[src/rtl/fir_decimator.sv]
// fir_decimator: keeps one of every DECIM accepted samples and queues it in a small output FIFO.
// Define FIR_DECIM_DROP_CNT_EN to add a saturating dropped-sample counter port (drop_cnt).
module fir_decimator #(
   parameter int unsigned DATA_W     = 16,
   parameter int unsigned DECIM      = 4,
   parameter int unsigned FIFO_DEPTH = 4,
   localparam int unsigned PW = (DECIM > 1) ? $clog2(DECIM) : 1,
   localparam int unsigned LW = $clog2(FIFO_DEPTH) + 1
) (
   input  logic                     clk,
   input  logic                     rst_p,
   input  logic                     en,
   input  logic                     in_valid,
   input  logic signed [DATA_W-1:0] y_in,
   output logic signed [DATA_W-1:0] out_data,
   output logic                     out_valid,
   input  logic                     out_ready,
   output logic [PW-1:0]            phase,
   output logic [LW-1:0]            fifo_level,
   output logic                     overflow,
   input  logic                     clr_ovf
`ifdef FIR_DECIM_DROP_CNT_EN
   ,
   output logic [15:0]              drop_cnt
`endif
);

   localparam int unsigned     AW       = $clog2(FIFO_DEPTH);
   localparam logic [PW-1:0]   PH_LAST  = PW'(DECIM - 1);
   localparam logic [LW-1:0]   FULL_LVL = LW'(FIFO_DEPTH);

   logic signed [DATA_W-1:0] mem [FIFO_DEPTH];
   logic [AW-1:0]            rd_ptr;
   logic [AW-1:0]            wr_ptr;
   logic [LW-1:0]            count;
   logic signed [DATA_W-1:0] hold_q;
   logic                     acc;
   logic                     keep;
   logic                     full;
   logic                     pop;
   logic                     push;
   logic                     drop;

   // A pop in the same cycle frees the slot, so a full FIFO only drops when nothing leaves.
   always_comb begin
      acc  = en & in_valid;
      keep = acc & (phase == '0);
      full = (count == FULL_LVL);
      pop  = out_valid & out_ready;
      push = keep & (~full | pop);
      drop = keep & full & ~pop;
   end

   assign out_valid  = (count != '0);
   assign out_data   = out_valid ? mem[rd_ptr] : hold_q;
   assign fifo_level = count;

   always_ff @(posedge clk) begin
      if (rst_p) begin
         phase    <= '0;
         rd_ptr   <= '0;
         wr_ptr   <= '0;
         count    <= '0;
         hold_q   <= '0;
         overflow <= 1'b0;
      end else begin
         if (acc) begin
            phase <= (phase == PH_LAST) ? '0 : phase + 1'b1;
         end
         if (push) begin
            wr_ptr <= wr_ptr + 1'b1;
         end
         // Remember the departing head so out_data holds it once the FIFO drains.
         if (pop) begin
            rd_ptr <= rd_ptr + 1'b1;
            hold_q <= mem[rd_ptr];
         end
         case ({push, pop})
            2'b10:   count <= count + 1'b1;
            2'b01:   count <= count - 1'b1;
            default: count <= count;
         endcase
         if (drop) begin
            overflow <= 1'b1;
         end else if (clr_ovf) begin
            overflow <= 1'b0;
         end
      end
   end

   always_ff @(posedge clk) begin
      if (push && !rst_p) begin
         mem[wr_ptr] <= y_in;
      end
   end

`ifdef FIR_DECIM_DROP_CNT_EN
   always_ff @(posedge clk) begin
      if (rst_p) begin
         drop_cnt <= '0;
      end else if (clr_ovf) begin
         drop_cnt <= drop ? 16'd1 : 16'd0;
      end else if (drop && (drop_cnt != 16'hFFFF)) begin
         drop_cnt <= drop_cnt + 1'b1;
      end
   end
`endif

endmodule

[config.mk]
export PLATFORM = sky130hd
export DESIGN_NAME = fir_decimator
export DESIGN_NICKNAME = d
export VERILOG_FILES = /design/src/rtl/fir_decimator.sv
export SDC_FILE = /design/constraint.sdc
export NUM_CORES = 1
export LEC_CHECK = 0
export ABC_AREA = 1
export CAP_MARGIN = 10
export CORE_MARGIN = 2
export CORE_UTILIZATION = 40
export DETAILED_ROUTE_END_ITERATION = 12
export PLACE_DENSITY = 0.72
export RECOVER_POWER = 100
export SKIP_CTS_REPAIR_TIMING = 1
export SYNTH_ARGS = -nofsm -noshare
export SYNTH_HDL_FRONTEND = slang
export SYNTH_SLANG_ARGS = --single-unit
[constraint.sdc]
create_clock -name clk -period 2.5 [get_ports clk]
set_input_delay 0.75 -clock clk [delete_from_list [all_inputs] [get_ports clk]]
set_output_delay 0.75 -clock clk [all_outputs]
set_load 0.005 [all_outputs]
* Word-level counts from Yosys, hierarchy flattened
Memory sizes are Yosys's and may differ from the RTL's. A register that Yosys moved wholly into a read port is not among the register bits.
Index checks and enable logic that the tools add are counted.
** Storage, ports and cells
- Register bits after elaboration :: 26
- Bits in writable memories :: 64
- Input port bits :: 22
- Output and inout port bits :: 23
- Logic and storage cells :: 40
- Memories :: 1
** Operators by class
- Add/subtract/negate cells :: 5
- Equal/unequal tests :: 4
- Multiplexer cells :: 9
- Bitwise logic cells :: 9
- Reductions and logical operators :: 6
** Memories
- mem :: depth 4, bits a word 16, rd ports 1, clocked after memory_dff 1, write ports 1, RTL line 32 : logic signed [DATA_W-1:0] mem [FIFO_DEPTH];
** Operator list (count)
- 16-bit 2-to-1 mux :: 1
- 2-bit by 1-bit adder with 2-bit output (second input constant) :: 3
- 1-bit bitwise AND :: 6
- 2-bit 2-to-1 mux :: 3
- 3-bit one-hot mux with 2 select lines :: 1
- 2-bit == test (second input constant) :: 2
- 1-bit 2-to-1 mux :: 4
- 2-bit nonzero test :: 2
- 3-bit by 1-bit adder with 3-bit output (second input constant) :: 1
- 3-bit == test (second input constant) :: 1
- 3-bit nonzero test :: 1
- 3-bit by 1-bit subtractor with 3-bit output (second input constant) :: 1
- 2-bit by 1-bit == test with 1-bit output (second input constant) :: 1
- 2-bit zero test :: 1
- 1-bit inverter :: 2
- 1-bit logical AND :: 1
- 1-bit zero test :: 1
- 1-bit OR :: 1

* Depth between registers and ports, before layout
- Depth in word-level cells :: 7
- Gate-level depth with buffers :: 11
- Gate-level depth less buffers :: 11

* Worst setup path after synthesis
Ideal clock, no wire load.
- Path type :: in2reg
- From :: input port en
- To :: memory mem[0][0], enable pin
- Library setup time :: 0.389 ns
- Arrival :: 1.847 ns
- Required time :: 2.111 ns
- Setup slack :: 0.264 ns
- Cell stages on the path :: 4
- Path buffers :: 0
- Cell sequence :: nand3_1 -> inv_1 -> nand3_1 -> nor2_1
** Between the ends
- Longest elaborated chain between the ends :: 6
** Ends and longest elaborated chain
- start, declared :: RTL line 12 : input logic en,
- 1-bit bitwise AND :: RTL line 46 : acc = en & in_valid;
- 1-bit bitwise AND :: RTL line 47 : keep = acc & (phase == '0);
- 1-bit bitwise AND :: RTL line 50 : push = keep & (~full | pop);
- 1-bit logical AND :: RTL line 92 : if (push && !rst_p) begin
- 1-bit 2-to-1 mux :: RTL line 92
- 1-bit 2-to-1 mux (implied by the code) :: RTL line 93 : mem[wr_ptr] <= y_in;
- end, declared :: RTL line 32
Every way passes these cells.

==> impl_metrics.tcl <==
set metrics [dict create \
    yosysSeqAreaShare 0.660 \
    gp_congestion 0.790 \
    start_kind "flip-flop" \
    leakage_nw 1.89 \
    synth-simple-area-share 0.0981 \
    synth_top_area_share 0.511 \
    core_um2 9200 \
    fillers 782 \
    cellPowerDensity_nw_per_um2 875 \
    slowest_stage "dfxtp_4" \
    synth-main-ff-cell "edfxtp_1" \
    cp_cell_sequence "inv_6 -> clkbuf_2 -> o21ai_0 -> o22a_1 -> o21ai_1 -> dlymetal6s2s_1" \
    routed_wl_mm 7.64 \
    maxCapViolCount 0 \
    skew_ns 0.00981 \
    die_x_um 101 \
    synthMuxAreaShare 0 \
    dp_hpwl_mm 5.14 \
    syn2layout_area_growth_pct 25.6 \
    async_reset_ff_frac 0 \
    whs_path_depth 2 \
    io_pins 45 \
    cp_max_fo 6 \
    status "completed" \
    p_int_mw 2.88 \
    whs_ns 0.510 \
    clkSinkCount 92 \
    drcViolationCount 0 \
    grt_antenna_before_repair 0 \
    firstDrtPassIters 4 \
    hold_path.class "reg -> reg" \
    tritoncts "done" \
    critPathKind "reg -> out" \
    synthXorXnorAreaFrac 0 \
    drt_iter0_drc 123 \
    yosysWarnings 0 \
    p_sw_frac 0.304 \
    slew_headroom 0.373 \
    post-route-period-util 0.964 \
    initial_core_util 0.409 \
    first_global_vias 2495 \
    die-area_um2 10200 \
    clkSlewWorstSetupHoldPaths_ns 0.08 \
    critPathMaxStageDelay_ns 0.42 \
    post-route-min-period_ns 2.41 \
    grt_overflow_total 0 \
    max-vdd-ir-drop_v 0.000332 \
    finalNonFillerCells 508 \
    finalHoldViolCount 0 \
    cp_num_buf_inv 3 \
    avgSynthCellArea_um2 11.4 \
    io_buffer_count 44 \
    cts_inserted_buffers 9 \
    htreeDepth 3 \
    cts_root_buffer "clkbuf_8" \
    syn_area_um2 3760 \
    synthCells 330 \
    r2r_slack_ns 0.48 \
    grt_max_degree 34 \
    comb_power_share 0.328 \
    pwr-share-seq 0.439 \
    cp.required_ns 1.75 \
    grt_pass1_wl_mm 11.7 \
    route.vias.total 2611 \
    endpoint_kind "primary output" \
    yosysMostFrequentCell "edfxtp_1" \
    setup_viol_count_final 0 \
    fp.dieH_um 101 \
    r2r_end "mem[1][14]" \
    min_from "phase[1]" \
    drv_slew 0 \
    synth_edf_count 64 \
    n_antenna_cell 0 \
    synth_top_cell_by_area "edfxtp_1" \
    hold_end "phase[1]" \
    synth_common_cells "edfxtp_1 (64), nor2_1 (46), o21ai_1 (35)" \
    wl_per_cell_um 15.0 \
    ant_nets 0 \
    clock_latency_ns 0.36 \
    crit_family "compound AO/OA/AOI/OAI gates" \
    gr-usage-all-layers 0.150 \
    vias_per_cell 5.14 \
    cp.arrival_ns 1.66 \
    placed_cells 490 \
    yosys-top-cells-area "edfxtp_1 (51%), dfxtp_1 (15%), o21ai_1 (4.7%)" \
    rr_startpoint "phase[0]" \
    synth-seq-cells 92 \
    switchingPower_mw 1.26 \
    power_frac_clock 0.233 \
    synthAdderAreaFrac 0.0253 \
    fin_util 0.514 \
    drive_above_1_share 0.144 \
    rows 35 \
    synth_nets 359 \
    worst_slew_pin_slew_ns 0.940 \
    rr_worst_depth 7 \
    ys_types 27 \
    synth-compound-area-share 0.169 \
    cts_buffer_depth 2 \
    fmax_mhz 415 \
    synth_top_family_by_area "compound AO/OA/AOI/OAI gates" \
    finalNetCount 421 \
]
==> worst register-to-register path: cells and delay by family (launching register included) <==
kind,cells,cell delay [ns]
adder cells (fa/ha/maj),1,0.15
buffers and inverters,3,0.68
flip-flops,1,0.34
AND/OR/NAND/NOR,3,0.48
==> how the worst max path moves through the flow <==
stage                    from       endpoint  depth (start not counted)
CTS                 flip-flop   out_data[14]                          5
global placement           en      mem[3][7]                          6
finish              flip-flop    out_data[0]                          6
floorplan                  en      mem[0][0]                          4
global route        flip-flop    out_data[0]                          6
detailed placement  out_ready  fifo_level[2]                          9
==> area by class of cell <==
class | instances | area (µm²) | share of cell area
sequential | 92 | 2490 | 0.526
multi-input combinational | 200 | 1110 | 0.235
timing repair buffer | 67 | 706 | 0.149
tap | 111 | 139 | 0.0294
clock buffer | 10 | 128 | 0.0270
inverter | 22 | 87.6 | 0.0185
clock inverter | 6 | 65.1 | 0.0138
==> metal layers <==
| layer | vias to the layer above | global-route usage | wire length, µm |
|---|---|---|---|
| met5 | - | 0 | 0 |
| met4 | 0 | 0.0603 | 123 |
| met3 | 10 | 0.0388 | 427 |
| met2 | 79 | 0.235 | 3640 |
| met1 | 1231 | 0.200 | 3450 |
| li1 | 1291 | - | - |
==> through the flow <==
| step | TNS [ns] | setup slack [ns] | total power [mW] | instance area [µm²] |
|---|---|---|---|---|
| 2_1_floorplan | 0 | 0.264 | 2.54 | 3760 |
| 3_3_place_gp | 0 | 0.138 | 3.11 | 4450 |
| 3_5_place_dp | 0 | 0.108 | 3.15 | 4450 |
| 4_1_cts | -3.71 | -0.256 | 4.10 | 4640 |
| 5_1_grt | -0.0124 | -0.0124 | 4.37 | 4720 |
| 6_report | 0 | 0.0905 | 4.14 | 4720 |
==> state kept, by name, summed over array words and instances, names as in the netlist, named ones only <==
register and flops:
wr_ptr 2, phase 2, hold_q 16, fifo_level 3, overflow 1, rd_ptr 2, mem 64
==> cell usage in the layout (no fill, tap or decap), types with 6 or more instances in the layout <==
master,count
o21ai_0,31
nor2_1,46
nand2_1,25
edfxtp_1,64
clkbuf_1,6
buf_4,7
a21oi_1,21
dfxtp_1,26
nand3_1,7
o21ai_1,24
dlymetal6s2s_1,15
o22a_1,16
o21ai_2,14
inv_1,17
dlygate4sd3_1,23
clkbuf_8,9
ha_1,6
==> cell families (layout without fill, tap and decap cells) <==
kind of cell	count (synthesis)	count (layout)
fa+ha+maj	7	7
flops	92	92
compound gates	107	107
simple gates	86	86
buf+inv	38	105
==> power groups by stage <==
stage,Sequential [mW],Combinational [mW],Clock [mW]
detailed placement,1.84,1.31,0
global route,1.83,1.49,1.04
CTS,1.81,1.31,0.982
global placement,1.84,1.28,0
floorplan,1.83,0.711,0
finish,1.82,1.36,0.962
(Power assumes the default switching activity.)
